$ cat config.mk
export PLATFORM = sky130hd
export DESIGN_NAME = mem_arbiter
export DESIGN_NICKNAME = d
export VERILOG_FILES = /design/src/rtl/mem_arbiter.sv
export SDC_FILE = /design/constraint.sdc
export NUM_CORES = 1
export LEC_CHECK = 0
export CORE_MARGIN = 4
export CORE_UTILIZATION = 40
export CTS_CLUSTER_SIZE = 24
export DETAILED_ROUTE_END_ITERATION = 7
export PLACE_DENSITY = 0.81
export SYNTH_ARGS = -nofsm -noshare
export SYNTH_HDL_FRONTEND = slang
export SYNTH_SLANG_ARGS = --single-unit
export TNS_END_PERCENT = 100
$ cat constraint.sdc
create_clock -name clk -period 2.1 [get_ports clk]
set_input_delay 0.42 -clock clk [delete_from_list [all_inputs] [get_ports clk]]
set_output_delay 0.42 -clock clk [all_outputs]
set_load 0.02 [all_outputs]
$ cat src/rtl/mem_arbiter.sv
// Two-port (I/D cache) arbiter onto a single system bus; ready returns WAIT_STATES+2 cycles after the request is sampled.
// Backpressure: requests are level strobes held until ready; strobes outside IDLE are ignored. Round-robin tie-break under `ARB_RR_EN, else D wins.
module mem_arbiter #(
  parameter int ADDR_W      = 32,
  parameter int DATA_W      = 32,
  parameter int WAIT_STATES = 2
) (
  input  logic              clk,
  input  logic              rst,
  input  logic              I_strobe,
  input  logic              I_rw,
  input  logic [ADDR_W-1:0] I_addr,
  input  logic [DATA_W-1:0] I_wdata,
  output logic              I_ready,
  output logic [DATA_W-1:0] I_rdata,
  input  logic              D_strobe,
  input  logic              D_rw,
  input  logic [ADDR_W-1:0] D_addr,
  input  logic [DATA_W-1:0] D_wdata,
  output logic              D_ready,
  output logic [DATA_W-1:0] D_rdata,
  output logic              S_strobe,
  output logic              S_rw,
  output logic [ADDR_W-1:0] S_addr,
  output logic [DATA_W-1:0] S_wdata,
  input  logic [DATA_W-1:0] S_rdata,
  output logic              grant
);

  typedef enum logic [1:0] {IDLE, ISSUE, WAIT, DONE} state_t;

  state_t     state, state_nxt;
  logic [3:0] wait_cnt;
  logic       any_req;
  logic       pick_d;

`ifdef ARB_RR_EN
  logic last_grant;
  // On a tie, serve whichever port was not served last.
  assign pick_d = D_strobe && (!I_strobe || !last_grant);
`else
  assign pick_d = D_strobe;
`endif

  assign any_req  = I_strobe || D_strobe;
  assign S_strobe = (state == ISSUE);
  assign I_ready  = (state == DONE) && !grant;
  assign D_ready  = (state == DONE) &&  grant;

  always_ff @(posedge clk) begin
    if (rst) state <= IDLE;
    else     state <= state_nxt;
  end

  always_comb begin
    state_nxt = state;
    case (state)
      IDLE:    if (any_req) state_nxt = ISSUE;
      ISSUE:   state_nxt = WAIT;
      WAIT:    if (wait_cnt == 4'd0) state_nxt = DONE;
      DONE:    state_nxt = IDLE;
      default: state_nxt = IDLE;
    endcase
  end

  always_ff @(posedge clk) begin
    if (rst) begin
      grant    <= 1'b0;
      S_rw     <= 1'b0;
      S_addr   <= '0;
      S_wdata  <= '0;
      wait_cnt <= 4'd0;
      I_rdata  <= '0;
      D_rdata  <= '0;
`ifdef ARB_RR_EN
      last_grant <= 1'b1;
`endif
    end else begin
      case (state)
        IDLE: if (any_req) begin
          grant   <= pick_d;
          S_rw    <= pick_d ? D_rw    : I_rw;
          S_addr  <= pick_d ? D_addr  : I_addr;
          S_wdata <= pick_d ? D_wdata : I_wdata;
        end
        ISSUE: wait_cnt <= 4'(WAIT_STATES - 1);
        WAIT: begin
          if (wait_cnt != 4'd0) begin
            wait_cnt <= wait_cnt - 4'd1;
          end else if (!S_rw) begin
            // Last wait cycle: the system bus read data is valid now.
            if (grant) D_rdata <= S_rdata;
            else       I_rdata <= S_rdata;
          end
        end
        DONE: begin
`ifdef ARB_RR_EN
          last_grant <= grant;
`endif
        end
        default: ;
      endcase
    end
  end

endmodule

==> impl_results.md <==
* Status: completed
* Cell chosen for the clock root: clkbuf_16
* Time the worst path needs with I/O delays and setup at between 2 and 2.5 ns
* Last weighted congestion value of the routability-driven placer at just over 0.8
* Most common flop cell mapped by yosys: dfxtp_1
* Nature of the critical path startpoint: flop
* Number of failing setup endpoints in the final timing report at 0
* Highest attainable clock frequency at 494 MHz
* Endpoint of the most critical register-to-register path: D_rdata[27]$_SDFFE_PP0P_
* Sum of overflow across all layers after global routing at 0
* Initial antenna violation count at 0
* Slew @ Worst Pin at 0.447 ns
* Mean post-synth cell area at 10.1 µm²
* Cell accounting for the most synthesized area: dfxtp_1
* Endpoints failing hold at 0
* Count of different cell masters after synthesis at 35
* Post-Synth Simple-Gate Area at 0.170
* Maximum fanout count along the critical path at 8
* Final Core Density at 0.659
* Switching share of power at 0.352
* Synth top area share at 0.459
* Syn Nets at 757
* Wire length of the first global-routing pass at roughly 27,000 µm
* Total clock sinks at between 100 and 150
* Post-Place Cell Area at 9090 µm²
* Vias in the first global route at 5,414
* Mean number of vias per cell at around 4.9
* Maximum buffer depth of the clock tree at 2
* CTS H-Tree Depth at 4
* Drt drc at 0
* Number of hold-repair buffers added at the cts stage at 0
* VDD IR-drop max at between 0.0005 and 0.0006 V
* Setup crit end kind: primary output
* Overall die area at 16,800 µm²
* Clock tree from TritonCTS: yes
* Required time of the critical path at between 1.5 and 2 ns
* Switching Power at 3650 µW
* Power per Cell Area at 1080 nW/µm²
* Crit path max-delay family: buffers and inverters
* Number of inserted diodes at 0
* Clock insertion delay at the later pin of the skew report at a little over 0.4 ns
* Final clock skew at 0.00680 ns
* Number of filler cells placed in the layout at between 1,000 and 1,500
* Setup slack of the most critical reg-to-reg path at 0.22 ns
* Leakage power summed over all cells at about 0.0038 µW
* Final Total Pwr at 10,400 µW
* Fraction of the mapped netlist area in adder cells at 0.0127
* Largest net degree at the start of global routing at 70
* Die boundary width at 130 µm
* Worst hold endpoint: D_rdata[12]$_SDFFE_PP0P_
* Cell with the most instances after synthesis: dfxtp_1
* Number of nets with antenna violations after routing at 0
* Postcts setup bufs at 0
* Number of warnings reported in the yosys synthesis log at 0
* Placement Setup Slack at around 0.18 ns
* Die Span Y at 130 µm
* Maximum single-stage delay on the critical path at 0.68 ns
* RSZ-0062 raised after global routing: no
* Core footprint at 14,500 µm²
* Initial Util at 0.408
* Growth of design area from synthesis to finish at 61.6%
* Sequential fraction of the synthesis area at 0.459
* Combinational share of power at 0.414
* Buf/Inv on CP at 1
* Share of flip-flops with an asynchronous set or reset at 0
* Classification of the worst setup path: reg2out
* Area of all placed cells without fillers at 9580 µm²
* Number of rows created at floorplan at 44
* Total GRT Usage at 0.210
* FF-to-FF Start: state[0]$_SDFFE_PP0P_
* Placed wire-length estimate after detailed placement at between 10,000 and 15,000 µm
* Setup total negative slack at 0 ns
* Seq cells post-synth at 136
* Hold Startpoint: D_rdata[12]$_SDFFE_PP0P_
* Number of primary I/O pins at 299
* Period utilisation layout at 0.965
* Max Cap Viol at 0
* Remaining max-slew budget at the tightest pin at 0.702
* Clock group share of total power at 0.244
* Post-synth EDFFs at 0
* Number of port buffers at 298
* Cell-internal power at ~6700 µW
* Post-synthesis compound-gate area fraction at 0.0973
* Number of buffers created by CTS at 17
* Final number of max-transition violations at 0
* Worst path slowest cell: clkdlybuf4s50_1
* Overall routed net length at 18,100 µm
* Cell types with the largest area share after synthesis: dfxtp_1, mux2i_1, nand2b_1, a211oi_1, nor2_1
* Share of post-route cells with drive strength above 1 at 0.0468
* Arrival time worst endpoint at 1.61 ns
* Top post-synthesis cells by count: dfxtp_1, mux2i_1, nand2b_1, a211oi_1, nor2_1
* Worst-case reg-to-reg path depth at 5
* Critical Path, Cell by Cell: clkdlybuf4s50_1
* Multiplexer area fraction after synthesis at 0.219
* Type of the most critical hold path: reg2reg
* Final Worst Setup Slack at 0.0738 ns
* Depth of the worst hold-timing path at 2
* Main combinational cell family by area after synthesis: multiplexers
* Number of instances in the synthesized netlist at approximately 600
* Via count at around 5,200
* Pre-antenna DRT Iters at 4
* Xor/xnor cell area share of the yosys netlist at 0
* Cell area after synthesis at 5930 µm²
* Count of nets after finishing at between 1,000 and 1,500
* Seq pwr share at 0.341
* DRC violation total after the first TritonRoute iteration at around 190
* Clock-pin transition on the worst setup and hold timing paths at ~0.050 ns
* Average wire per standard cell at 17.0 µm
sequential cells by signal, summed over array words and instances (netlist names):
name      flops
D_rdata      32
S_wdata      32
S_rw          1
S_addr       32
grant         1
state         2
wait_cnt      4
I_rdata      32
power groups by stage:
stage	clock (µW)	sequential (µW)	combinational (µW)
6_report	2540	3540	4300
5_1_grt	2690	3620	4600
4_1_cts	2590	3550	4340
3_5_place_dp	0	3590	4330
3_3_place_gp	0	3550	4210
2_1_floorplan	0	4210	1680
per-stage QoR:
| stage | hold slack (ns) | instances |
|---|---|---|
| 4_1_cts | 0.472 | 1061 |
| 5_1_grt | 0.493 | 1061 |
| 6_report | 0.472 | 1061 |
| 2_1_floorplan | 0.485 | 585 |
| 3_3_place_gp | 0.458 | 1031 |
| 3_5_place_dp | 0.465 | 1031 |
layer usage:
layer  track usage  vias up  wire length, µm
li1              -     2599                -
met1         0.230     2347             6910
met2         0.354      239             8670
met3        0.0761       47             1650
met4         0.115        0              845
met5             0        -                0
cell families (layout without fill, tap and decap cells):
group | count (synthesis) | after routing
AOI/OAI and AO/OA | 78 | 78
adders and majority gates | 6 | 6
buffers and inverters | 53 | 345
DFF | 136 | 136
muxes | 130 | 130
and+or+nand+nor | 182 | 182
area by class of cell:
class	instances	area, µm²	share of cell area
clock buffers	26	469	0.0490
well taps	184	230	0.0240
inverters	4	15.0	0.00157
multi-input cells	396	2980	0.311
flip-flops and latches	136	2720	0.284
clock inverters	4	22.5	0.00235
repair buffers	311	3150	0.328
layout by cell type (no fill, tap or decap), drive strengths merged, types with 2 or more instances in the layout:
cell           Yosys  final
inv                4      4
nor2b              3      3
nand3b             2      2
clkbuf            29     26
o21ai              2      2
nor4               2      2
dfxtp            136    136
nor2              67     67
clkdlybuf4s50      0    293
nand2b            98     98
a211oi            67     67
ha                 6      6
mux2i            130    130
clkinv             0      3
a21oi              3      3
buf               20     15
dlygate4sd2        0      3
worst max path at each step:
stage / depth (start not counted) / start / slack (ns) / to
6_report: 1 / grant$_SDFFE_PP0P_ / 0.07 / grant
5_1_grt: 1 / S_rw$_SDFFE_PP0P_ / 0.0003 / S_rw
4_1_cts: 1 / grant$_SDFFE_PP0P_ / 0.04 / grant
3_5_place_dp: 5 / I_strobe / 0.18 / S_wdata[31]$_SDFFE_PP0P_
3_3_place_gp: 5 / I_strobe / 0.29 / S_wdata[10]$_SDFFE_PP0P_
2_1_floorplan: 7 / state[0]$_SDFFE_PP0P_ / 0.41 / I_rdata[10]$_SDFFE_PP0P_
timing repair:
item / CTS / global route
endpoints found under the hold margin: 0 / 0
gates resized for setup: 3 / 0
endpoints found under the setup margin: 3 / 0
Power figures use the tool's default switching activity.
